--- src/rtl/rs_mul_sched_pkg.sv ---
// Shared sizes and FSM encoding for the multiply reservation-station scheduler.
package rs_mul_sched_pkg;

    localparam int RS_MUL_ENT_NUM = 2;
    localparam int RS_MUL_ENT_SEL = 1;
    localparam int RRF_ENT_SEL    = 6;
    localparam int MUL_CNT_W      = 4;

    typedef enum logic [1:0] {
        MUL_IDLE = 2'd0,
        MUL_BUSY = 2'd1,
        MUL_WAIT = 2'd2
    } mul_state_e;

endpackage

--- src/rtl/rs_mul_sched_age_matrix_sel.sv ---
// Age matrix plus oldest-ready pick for a reservation station of ENT_NUM entries.
// older_q[i][j] set means entry i was allocated before entry j.
module age_matrix_sel #(
    parameter int ENT_NUM = 2,
    parameter int ENT_SEL = 1
) (
    input  logic               clk,
    input  logic               rst_n,
    input  logic               upd_en_i,
    input  logic               flush_i,
    input  logic               alloc1_vld_i,
    input  logic [ENT_SEL-1:0] alloc1_sel_i,
    input  logic               alloc2_vld_i,
    input  logic [ENT_SEL-1:0] alloc2_sel_i,
    input  logic               issue_vld_i,
    input  logic [ENT_SEL-1:0] issue_sel_i,
    input  logic [ENT_NUM-1:0] busy_vec_i,
    input  logic [ENT_NUM-1:0] ready_vec_i,
    output logic               ready_any_o,
    output logic [ENT_SEL-1:0] oldest_sel_o
);

    logic [ENT_NUM-1:0] older_q [ENT_NUM];
    logic [ENT_NUM-1:0] older_d [ENT_NUM];
    logic [ENT_NUM-1:0] alloc1_oh;
    logic [ENT_NUM-1:0] alloc2_oh;
    logic [ENT_NUM-1:0] issue_oh;
    logic [ENT_NUM-1:0] cand;

    for (genvar gi = 0; gi < ENT_NUM; gi++) begin : g_ent
        logic [ENT_NUM-1:0] older_col;

        assign alloc1_oh[gi] = alloc1_vld_i && (alloc1_sel_i == ENT_SEL'(gi));
        assign alloc2_oh[gi] = alloc2_vld_i && (alloc2_sel_i == ENT_SEL'(gi));
        assign issue_oh[gi]  = issue_vld_i  && (issue_sel_i  == ENT_SEL'(gi));

        for (genvar gj = 0; gj < ENT_NUM; gj++) begin : g_col
            assign older_col[gj] = older_q[gj][gi];
        end

        // Ready and no other ready entry is older.
        assign cand[gi] = ready_vec_i[gi] && !(|(older_col & ready_vec_i));
    end

    assign ready_any_o = |ready_vec_i;

    always_comb begin
        oldest_sel_o = '0;
        for (int i = ENT_NUM - 1; i >= 0; i--) begin
            if (cand[i]) oldest_sel_o = ENT_SEL'(i);
        end
    end

    always_comb begin
        for (int i = 0; i < ENT_NUM; i++) older_d[i] = older_q[i];
        if (flush_i) begin
            for (int i = 0; i < ENT_NUM; i++) older_d[i] = '0;
        end else if (upd_en_i) begin
            for (int i = 0; i < ENT_NUM; i++) begin
                for (int j = 0; j < ENT_NUM; j++) begin
                    if (alloc1_oh[i] || alloc2_oh[i]) begin
                        // Same-cycle pair: slot 1 is the older one.
                        older_d[i][j] = alloc1_oh[i] && alloc2_oh[j];
                    end else if (alloc1_oh[j] || alloc2_oh[j]) begin
                        older_d[i][j] = busy_vec_i[i];
                    end
                    if (issue_oh[i] || issue_oh[j]) older_d[i][j] = 1'b0;
                end
            end
        end
    end

    always_ff @(posedge clk or negedge rst_n) begin
        if (!rst_n) begin
            for (int i = 0; i < ENT_NUM; i++) older_q[i] <= '0;
        end else begin
            for (int i = 0; i < ENT_NUM; i++) older_q[i] <= older_d[i];
        end
    end

endmodule

--- src/rtl/rs_mul_sched.sv ---
// Multiply RS scheduler: entry allocation for two dispatch slots, oldest-ready
// issue, multiplier latency tracking and result-bus handshake.
module rs_mul_sched
    import rs_mul_sched_pkg::*;
#(
    parameter int MUL_LAT = 4
) (
    input  logic                      clk,
    input  logic                      rst_n,
    input  logic                      i_dp_req_1,
    input  logic                      i_dp_req_2,
    input  logic                      i_stall,
    input  logic                      i_flush,
    input  logic [RS_MUL_ENT_NUM-1:0] i_busy_vec,
    input  logic [RS_MUL_ENT_NUM-1:0] i_vld_vec,
    output logic                      o_alloc_vld_1,
    output logic                      o_alloc_vld_2,
    output logic [RS_MUL_ENT_SEL-1:0] o_alloc_sel_1,
    output logic [RS_MUL_ENT_SEL-1:0] o_alloc_sel_2,
    output logic                      o_dp_stall_mul,
    output logic                      o_is_vld,
    output logic [RS_MUL_ENT_SEL-1:0] o_is_sel,
    input  logic [RRF_ENT_SEL-1:0]    i_is_rrftag,
    output logic                      o_mul_start,
    output logic                      o_exfin_req,
    input  logic                      i_exfin_gnt,
    output logic                      o_exfin_mul,
    output logic [RRF_ENT_SEL-1:0]    o_ex_mul_rrftag,
    output logic                      o_mul_busy
);

    localparam logic [MUL_CNT_W-1:0] CNT_LOAD = MUL_CNT_W'(MUL_LAT - 1);

    logic                      first_found;
    logic                      second_found;
    logic [RS_MUL_ENT_SEL-1:0] first_sel;
    logic [RS_MUL_ENT_SEL-1:0] second_sel;
    logic                      found_1;
    logic                      found_2;
    logic                      ready_any;

    mul_state_e                state_q, state_d;
    logic [MUL_CNT_W-1:0]      cnt_q, cnt_d;
    logic [RRF_ENT_SEL-1:0]    tag_q, tag_d;

    always_comb begin
        first_found  = 1'b0;
        second_found = 1'b0;
        first_sel    = '0;
        second_sel   = '0;
        for (int i = 0; i < RS_MUL_ENT_NUM; i++) begin
            if (!i_busy_vec[i]) begin
                if (!first_found) begin
                    first_found = 1'b1;
                    first_sel   = RS_MUL_ENT_SEL'(i);
                end else if (!second_found) begin
                    second_found = 1'b1;
                    second_sel   = RS_MUL_ENT_SEL'(i);
                end
            end
        end
    end

    // Slot 2 falls back to the lowest free entry when slot 1 is empty.
    assign found_1        = first_found;
    assign found_2        = i_dp_req_1 ? second_found : first_found;
    assign o_alloc_sel_1  = first_sel;
    assign o_alloc_sel_2  = i_dp_req_1 ? second_sel : first_sel;
    assign o_dp_stall_mul = (i_dp_req_1 && !found_1) || (i_dp_req_2 && !found_2);
    assign o_alloc_vld_1  = i_dp_req_1 && found_1 && !o_dp_stall_mul;
    assign o_alloc_vld_2  = i_dp_req_2 && found_2 && !o_dp_stall_mul;

    age_matrix_sel #(
        .ENT_NUM (RS_MUL_ENT_NUM),
        .ENT_SEL (RS_MUL_ENT_SEL)
    ) u_age (
        .clk          (clk),
        .rst_n        (rst_n),
        .upd_en_i     (!i_stall),
        .flush_i      (i_flush),
        .alloc1_vld_i (o_alloc_vld_1),
        .alloc1_sel_i (o_alloc_sel_1),
        .alloc2_vld_i (o_alloc_vld_2),
        .alloc2_sel_i (o_alloc_sel_2),
        .issue_vld_i  (o_is_vld),
        .issue_sel_i  (o_is_sel),
        .busy_vec_i   (i_busy_vec),
        .ready_vec_i  (i_busy_vec & i_vld_vec),
        .ready_any_o  (ready_any),
        .oldest_sel_o (o_is_sel)
    );

    assign o_is_vld        = ready_any && (state_q == MUL_IDLE) && !i_flush;
    assign o_mul_start     = o_is_vld;
    assign o_exfin_req     = (state_q == MUL_WAIT);
    assign o_exfin_mul     = o_exfin_req && i_exfin_gnt && !i_flush;
    assign o_mul_busy      = (state_q != MUL_IDLE);
    assign o_ex_mul_rrftag = tag_q;

    always_comb begin
        state_d = state_q;
        cnt_d   = cnt_q;
        tag_d   = tag_q;
        case (state_q)
            MUL_IDLE: begin
                if (o_is_vld) begin
                    // A single-cycle multiply skips BUSY so the request lands at issue+1.
                    state_d = (MUL_LAT == 1) ? MUL_WAIT : MUL_BUSY;
                    cnt_d   = CNT_LOAD;
                    tag_d   = i_is_rrftag;
                end
            end
            MUL_BUSY: begin
                cnt_d = cnt_q - 1'b1;
                if (cnt_d == '0) state_d = MUL_WAIT;
            end
            MUL_WAIT: begin
                if (i_exfin_gnt) state_d = MUL_IDLE;
            end
            default: state_d = MUL_IDLE;
        endcase
        if (i_flush) begin
            state_d = MUL_IDLE;
            cnt_d   = '0;
        end
    end

    always_ff @(posedge clk or negedge rst_n) begin
        if (!rst_n) begin
            state_q <= MUL_IDLE;
            cnt_q   <= '0;
            tag_q   <= '0;
        end else begin
            state_q <= state_d;
            cnt_q   <= cnt_d;
            tag_q   <= tag_d;
        end
    end

endmodule

--- config.mk ---
export PLATFORM = sky130hd
export DESIGN_NAME = rs_mul_sched
export DESIGN_NICKNAME = d
export VERILOG_FILES = /design/src/rtl/rs_mul_sched_pkg.sv /design/src/rtl/rs_mul_sched_age_matrix_sel.sv /design/src/rtl/rs_mul_sched.sv
export SDC_FILE = /design/constraint.sdc
export NUM_CORES = 1
export LEC_CHECK = 0
export ABC_AREA = 1
export CAP_MARGIN = 20
export CORE_AREA = 2 2 67 69
export CTS_BUF_LIST = sky130_fd_sc_hd__clkbuf_16
export CTS_CLUSTER_SIZE = 14
export DETAILED_ROUTE_END_ITERATION = 8
export DIE_AREA = 0 0 69 71
export PLACE_DENSITY_LB_ADDON = 0.25
export SLEW_MARGIN = 20
export SYNTH_ARGS = -nofsm -noshare
export SYNTH_HDL_FRONTEND = slang
export SYNTH_HIERARCHICAL = 1
export SYNTH_SLANG_ARGS = --single-unit
export TNS_END_PERCENT = 1
--- constraint.sdc ---
create_clock -name clk -period 1.55 [get_ports clk]
set_clock_uncertainty 0.1 [all_clocks]
set_input_delay 0.2325 -clock clk [delete_from_list [all_inputs] [get_ports clk]]
set_output_delay 0.2325 -clock clk [all_outputs]
set_load 0.01 [all_outputs]
[Word level (Yosys, flattened, before mapping)]
Index checks and enable logic that the tools add are counted.
Storage, ports and cells
  flip-flop bits (word level): 16
  bits of input ports: 17
  output and inout port bits: 17
  logic and storage cells: 97
Cells by class
  add/subtract/negate cells: 1
  eq/ne operators: 6
  muxes and demuxes: 29
  bitwise operators: 6
  reductions and logical operators: 48
Operators with widths (number)
  1-bit logical AND: 22
  1-bit 2-to-1 mux: 19
  4-bit 2-to-1 mux: 4
  2-bit AND reduction: 5
  3-bit nonzero test: 3
  2-bit 2-to-1 mux: 4
  4-bit case mux with 2 select lines: 1
  2-bit bitwise AND: 3
  1-bit zero test: 6
  3-bit by 2-bit != test with 1-bit output, second input constant: 2
  2-bit case mux with 3 select lines: 1
  2-bit OR reduction: 3
  4-bit zero test: 1
  1-bit logical OR: 4
  4-bit nonzero test: 1
  4-bit by 1-bit subtractor with 4-bit output, second input constant: 1
  3-bit != test, second input constant: 1
  1-bit inverter: 3
  3-bit AND reduction: 1
  2-bit by 1-bit equality test with 1-bit output, second input constant: 1
  2-bit equality test, second input constant: 1
  2-bit zero test: 1
  2-bit by 1-bit != test with 1-bit output, second input constant: 1
  2-bit nonzero test: 1

[Depth between registers and ports, before layout]
Gate-level depths: netlist of the first run.
  depth in word-level cells: 15
  mapped depth: 13
  depth with buffers taken out: 13

[By module]
The synthesis of the first run kept the hierarchy.
By module, submodules not included
  rs_mul_sched: instances 1, cells an instance 95, area an instance 694.4 um^2, sequential area each 300.3 um^2
  age_matrix_sel: instances 1, cells an instance 55, area an instance 320.3 um^2, sequential area each 100.1 um^2

[Worst setup path after synthesis of the first run]
Ideal clock, no wire load.
  kind: input port to flip-flop
  start point: input port i_vld_vec[1]
  end point: register u_age.older_q, in the netlist u_age/g_ent[1].older_col[0]
  setup time: 0.116 ns
  arrival time: 1.180 ns
  data required time: 1.334 ns
  slack: 0.154 ns
  stages on the path: 11
  buffers on the path: 0
  cell sequence: nand2_1 -> inv_1 -> or2_2 -> nand2_2 -> nor2_8 -> nor2_1 -> nand2_1 -> nand3_1 -> inv_1 -> nand2_1 -> nand2_1
Between the ends
  elaborated cells on any way between the ends: 23
  those cells by class: 5 x mux; 4 x bitwise; 14 x reduce/logical
RTL lines
  start, declared: line rs_mul_sched.sv:15  | input logic [RS_MUL_ENT_NUM-1:0] i_vld_vec,
  2-bit bitwise AND *: line rs_mul_sched.sv:88  | .ready_vec_i (i_busy_vec & i_vld_vec),
  2-bit OR reduction *: line rs_mul_sched_age_matrix_sel.sv:45  | assign ready_any_o = |ready_vec_i;
  net ready_any: line rs_mul_sched.sv:40  | logic ready_any;
  1-bit logical AND * (2 in a row): line rs_mul_sched.sv:93  | assign o_is_vld = ready_any && (state_q == MUL_IDLE) && !i_flush;
  net o_is_vld: line rs_mul_sched.sv:21  | output logic o_is_vld,
  1-bit logical AND: line rs_mul_sched_age_matrix_sel.sv:35  | assign issue_oh[gi] = issue_vld_i && (issue_sel_i == ENT_SEL'(gi));
  1-bit logical OR *: line rs_mul_sched_age_matrix_sel.sv:67  | if (issue_oh[i] || issue_oh[j]) older_d[i][j] = 1'b0;
  1-bit 2-to-1 mux: line rs_mul_sched_age_matrix_sel.sv:67
  4-bit 2-to-1 mux: line rs_mul_sched_age_matrix_sel.sv:58  | end else if (upd_en_i) begin
  4-bit 2-to-1 mux: line rs_mul_sched_age_matrix_sel.sv:56  | if (flush_i) begin
  end, declared: line rs_mul_sched_age_matrix_sel.sv:23  | logic [ENT_NUM-1:0] older_q [ENT_NUM];
The timed path passes the listed nets; every way through them passes the cells marked *. The select of a mux whose other input is x is not followed.
A chain may end at the register's enable or synchronous reset.

[Worst setup path in the final report of the first run]
  start point: register state_q[0]
  end point: output port o_exfin_mul
Between the ends
  longest elaborated chain between the ends: 3
Ends and longest elaborated chain
  start, declared: line rs_mul_sched.sv:42  | mul_state_e state_q, state_d;
  start signal, assigned: line rs_mul_sched.sv:134  | state_q <= state_d;
  2-bit equality test: line rs_mul_sched.sv:95  | assign o_exfin_req = (state_q == MUL_WAIT);
  1-bit logical AND (2 in a row): line rs_mul_sched.sv:96  | assign o_exfin_mul = o_exfin_req && i_exfin_gnt && !i_flush;
  end, declared: line rs_mul_sched.sv:27  | output logic o_exfin_mul,
No other way between the ends.

==> impl_metrics.toml, run 1 <==
[setup_path]
start_kind = "register"
cp_data_required_time_ns = 1.22
path_class = "register to output pin"
critPathArrivalTime_ns = 1.25
end_kind = "output pin"
cp_max_fo = 3

[sta]
finalCritPeriodShare_pct = 102.2
max_freq_ghz = 0.6313
rsz0062_at_grt = "true"
max_slew_margin_pct = 86.21
maxSlewViolCount = 0
worst_pin_slew_ns = 0.2052
fin_ws_ns = -0.03413
timing.final.crit_period_ns = 1.584
hold_violations = 0
setup_viol = 4

[outcome]
violations = "setup timing"
status = "finished with violations"

[synth]
synthDistinctLibCells = 25
synth.cell_area_sq_um = 1015
ys_ff_latch = 16
syn_nets = 169
yosys_warnings = 6
syn_avg_cell_area_sq_um = 6.765
yosysSeqAreaShare_pct = 39.46
netlist_instances = 150

[floorplanning]
start_util_pct = 24.14
rows = 24
dieArea_sq_um = 4899
pin_count = 34
core_sq_um = 4204
die_h_um = 71
die_width_um = 69

[global_routing]
grt_max_degree = 17
grt_util_all_layers_pct = 11.16
grt_pass1_wl_um = 4554
antenna_found_initial = 0
grt_pass1_vias = 1083
grt_overflow = 0

[route]
viasPerCell = 4.030
wl_um = 2421
first_pass_iters = 4
ant_nets = 0
drt_iter0_drc = 25
drcViolationCount = 0
wire_per_inst_um = 9.205
num_vias = 1060

[finish]
final_cells = 263
drive_gt1_share_pct = 27.01
syn_to_final_growth_pct = 65.23
fillers = 481
fin_nets = 231
multi_input_area_sq_um = 539.3
register_area_sq_um = 400.4
insertedDiodeCount = 0

[min_path]
hold_class = "input port to asynchronous set/reset pin"

[clocking]
cts_root_buffer = "clkbuf_16"
clock_sinks = 16
clk_path_buf_depth = 2
numCtsBuffers = 3
clk_latency_ns = 0.25
clk_pin_slew_ns = 0.05
cts_tree = "built"
htree_levels = 1

[pwr]
switching_share_pct = 31.95
p_seq_share_pct = 32.0
ir_drop_uv = 345.4
p_int_mw = 1.211
switchingPower_mw = 0.5684
pwr-share-clk_pct = 28.6
combinationalPowerShare_pct = 39.4
p_leak_nw = 0.9526
powerDensity_nw_per_um2 = 1061

[placed_design]
io_buffers = 33
pre_cts_slack_ns = -0.5595
hpwl_um = 1913
place_inst = 258
routabilityCongestion = 0.7254

[flow_run]
drv_cap = 0
[layer usage]
metal	share of wire (%)	up-vias	global-route usage, %
met1	46	469	14.36
met3	3.7	0	3.419
met5	0	-	0
met4	0	0	1.961
li1	-	578	-
met2	50	13	18.80
[cells in the mapped netlist, drive strengths merged]
master,number,area share [%]
buf,1,0.74
nand2,60,23
inv,29,11
a31oi,1,0.62
ha,2,2.5
nand4,2,1.2
a21oi,4,2.3
nor4,1,0.62
clkinv,1,0.37
or2,1,0.62
o21ai,9,4.4
nand3,9,4.9
nor2,13,7.4
dfrtp,16,39
o22ai,1,0.62
[stage by stage]
| step | setup TNS, ns | utilization (%) | power [mW] | hold WS, ns | area (sq um) |
|---|---|---|---|---|---|
| finish | -0.09445 | 39.88 | 1.779 | 0.2073 | 1677 |
| global route | -0.7443 | 39.88 | 1.913 | 0.2565 | 1677 |
| CTS | -0.8037 | 39.55 | 1.775 | 0.2201 | 1663 |
| detailed placement | -10.21 | 37.65 | 1.264 | 0.3615 | 1583 |
| global placement | -9.939 | 37.65 | 1.258 | 0.3550 | 1583 |
| floorplan | 0 | - | 0.8913 | -0.1631 | 1015 |
[what timing repair did]
action | CTS | global route
setup endpoints to repair | 26 | 24
pin swaps | 3 | 2
hold buffers | 0 | 0
buffers inserted | 0 | 1
resized for setup | 23 | 30
[power groups by stage]
stage          combinational [mW]  sequential [mW]  clock, mW
2_1_floorplan               0.297            0.594          0
3_3_place_gp                0.687            0.571          0
3_5_place_dp                0.692            0.572          0
4_1_cts                     0.686            0.566      0.523
5_1_grt                     0.792            0.583      0.538
6_report                    0.701            0.569      0.510
[layout by cell type, fill, tap and decap left out, types with 3 or more instances in the layout]
| cell | n |
|---|---|
| nand2_1 | 56 |
| inv_1 | 24 |
| buf_4 | 24 |
| clkdlybuf4s50_1 | 19 |
| dfrtp_1 | 16 |
| nor2_1 | 9 |
| o21ai_0 | 7 |
| nand3_1 | 6 |
| clkbuf_2 | 5 |
| inv_2 | 4 |
| buf_2 | 4 |
| nor2_4 | 3 |
| nand3_2 | 3 |
| a21oi_1 | 3 |
| clkbuf_16 | 3 |
| dlygate4sd2_1 | 3 |
[cell families (layout without fill, tap and decap cells)]
logic type | after synthesis | after routing | synth area share [%]
buffers and inverters | 31 | 92 | 12.08
flip-flops | 16 | 16 | 39.46
AND/OR/NAND/NOR | 86 | 86 | 37.98
AO/OA/AOI/OAI | 15 | 15 | 8.015
adder cells (fa/ha/maj) | 2 | 2 | 2.466
[flip-flops by register name (all words and copies together), names as in the netlist]
signal and flops:
state_q 2, u_age/g_ent.older_col 4, cnt_q 4, o_ex_mul_rrftag 6
[final timing paths]
kind / startpoint / end / slack [ns] / depth (start not counted)
setup / recovery: state_q[0]$_DFFE_PN0P_ / o_exfin_mul / -0.03 / 3
hold / removal: rst_n / cnt_q[2]$_DFFE_PN0P_ / 0.21 / 2
setup reg to reg: state_q[0]$_DFFE_PN0P_ / u_age/g_ent[0].older_col[0]$_DFFE_PN0P_ / 0.16 / 9
hold reg to reg: o_ex_mul_rrftag[1]$_DFFE_PN0P_ / o_ex_mul_rrftag[1]$_DFFE_PN0P_ / 0.37 / 2
max in group asynchronous: rst_n / o_ex_mul_rrftag[1]$_DFFE_PN0P_ / 0.95 / 2
min in group clk: o_ex_mul_rrftag[1]$_DFFE_PN0P_ / o_ex_mul_rrftag[1]$_DFFE_PN0P_ / 0.37 / 2
[final cells by class]
class,count,share of cell area (%)
clock buffers,3,4.478
clock inverters,1,0.2239
inverters,30,7.015
multi-input cells,103,32.16
flip-flops and latches,16,23.88
well taps,52,3.881
repair buffers,58,28.36
[worst max-delay path: stages, from the launching register on]
cell and delay (ns):
dfrtp_1 0.41, buf_4 0.15, nor4_2 0.26, buf_2 0.18
No activity file was read; power rests on OpenSTA's default activity.
==> run 2, diff against run 1 <==
Settings changed: CORE_AREA 2 2 67 69 to 2 2 62 64, DIE_AREA 0 0 69 71 to 0 0 64 66.
==> impl_metrics.toml, run 2 (synthesized netlist as in run 1, its figures left out) <==
[route]
wire_per_inst_um = 9.336
ant_nets = 0
viasPerCell = 4.105
drcViolationCount = 0
wl_um = 2390
first_pass_iters = 2
num_vias = 1051
drt_iter0_drc = 43

[finish]
mostFrequentLayoutCells = "nand2_1, inv_1, buf_4, clkdlybuf4s50_1, dfrtp_1"
drive_gt1_share_pct = 24.52
fin_nets = 229
largest_reg_flops = 6
syn_to_final_growth_pct = 60.79
insertedDiodeCount = 0
final_common_cell = "nand2_1"
fillers = 379

[sta]
max_freq_ghz = 0.6328
setup_viol = 2
finalCritPeriodShare_pct = 102.0
fin_tns_setup_ns = -0.05677
timing.final.crit_period_ns = 1.580
max_slew_margin_pct = 86.08
fin_ws_ns = -0.03028
rsz0062_at_grt = "true"
hold_violations = 0
maxSlewViolCount = 0
worst_pin_slew_ns = 0.2087

[floorplanning]
core_sq_um = 3551
pin_count = 34
start_util_pct = 28.58
die_width_um = 64
rows = 22
die_h_um = 66
dieArea_sq_um = 4224

[pwr]
pwr-share-clk_pct = 28.3
switching_share_pct = 31.28
p_leak_nw = 0.9236
combinationalPowerShare_pct = 38.7
totalPowerFinal_mw = 1.734
switchingPower_mw = 0.5423
p_seq_share_pct = 33.0
powerDensity_nw_per_um2 = 1063
p_int_mw = 1.191
ir_drop_uv = 361.2

[clocking]
htree_levels = 1
clock_sinks = 16
clk_latency_ns = 0.24
cts_tree = "built"
clk_path_buf_depth = 2
cts_root_buffer = "clkbuf_16"
numCtsBuffers = 3
clk_pin_slew_ns = 0.05

[global_routing]
grt_overflow = 0
antenna_found_initial = 0
grt_pass1_wl_um = 4167
grt_pass1_vias = 1020
grt_util_all_layers_pct = 12.72
grt_max_degree = 17

[min_path]
hold_class = "input port to asynchronous set/reset pin"

[outcome]
violations = "setup timing"
status = "finished with violations"

[setup_path]
cp_max_fo = 6
regToRegSetupSlack_ns = 0.14
path_class = "input port to output pin"
cp-startpoint = "i_vld_vec[1]"
r2r_start = "state_q[1]$_DFFE_PN0P_"
start_kind = "input port"
setup.worst_path.end = "o_is_vld"
reg2regPathDepth = 7
critPathArrivalTime_ns = 1.25
rr_endpoint = "cnt_q[1]$_DFFE_PN0P_"
cp_data_required_time_ns = 1.22
end_kind = "output pin"

[placed_design]
io_buffers = 33
hpwl_um = 1906
routabilityCongestion = 0.7643

[flow_run]
drv_cap = 0
## run 2: layer usage
| metal | part of all wire, % | routed length [um] | GRT usage (%) | vias up |
|---|---|---|---|---|
| li1 | - | - | - | 573 |
| met3 | 3.6 | 86 | 2.896 | 4 |
| met4 | 2.2 | 53 | 6.522 | 0 |
| met2 | 52 | 1237 | 22.66 | 13 |
| met5 | 0 | 0 | 0 | - |
| met1 | 42 | 1013 | 14.14 | 461 |
## run 2: per-stage QoR
stage | instances | cell area [sq um] | hold WS [ns] | util [%] | setup slack [ns]
after floorplan | 150 | 1015 | -0.1631 | - | 0.1541
final | 256 | 1632 | 0.2120 | 45.95 | -0.03028
after global routing | 256 | 1632 | 0.2440 | 45.95 | -0.08700
after global placement | 251 | 1555 | 0.3555 | 43.80 | -0.5361
after CTS | 256 | 1638 | 0.2212 | 46.12 | -0.04179
after detailed placement | 251 | 1555 | 0.3587 | 43.80 | -0.5520
## run 2: what timing repair did
action	CTS	global route
pin swaps	2	2
endpoints found under the setup margin	26	14
resized for setup	36	12
hold buffers	0	0
buffers inserted	2	0
## run 2: area by class of cell
| type | instances | area, sq um | area share [%] |
|---|---|---|---|
| Sequential cell | 16 | 401.6 | 24.62 |
| Clock buffer | 3 | 75.07 | 4.601 |
| Multi-Input combinational cell | 103 | 520.5 | 31.90 |
| Timing Repair Buffer | 56 | 459.2 | 28.14 |
| Inverter | 30 | 115.1 | 7.055 |
| Tap cell | 48 | 60.06 | 3.681 |
## run 2: power groups by stage
stage                     Combinational (mW)  Clock [mW]  Sequential, mW
after floorplan                        0.297           0           0.594
after global placement                 0.665           0           0.575
after detailed placement               0.668           0           0.577
after CTS                              0.682       0.507           0.572
after global routing                   0.762       0.528           0.580
final                                  0.672       0.491           0.571
## run 2: critical path: stages
cell and delay [ns]:
clkdlybuf4s50_1 0.40, nand2_1 0.06, inv_1 0.04, or2_4 0.25, nand2_4 0.09, nor2_8 0.04
buf_2 0.13
## run 2: worst min path at each step
| stage | start | end | slack, ns | cells after the start |
|---|---|---|---|---|
| finish | rst_n | state_q[1]$_DFFE_PN0P_ | 0.21 | 2 |
| global route | rst_n | state_q[1]$_DFFE_PN0P_ | 0.24 | 2 |
| CTS | rst_n | cnt_q[2]$_DFFE_PN0P_ | 0.22 | 2 |
| detailed placement | o_ex_mul_rrftag[0]$_DFFE_PN0P_ | o_ex_mul_rrftag[0]$_DFFE_PN0P_ | 0.36 | 2 |
| global placement | o_ex_mul_rrftag[1]$_DFFE_PN0P_ | o_ex_mul_rrftag[1]$_DFFE_PN0P_ | 0.36 | 2 |
| floorplan | rst_n | cnt_q[0]$_DFFE_PN0P_ | -0.16 | 0 |
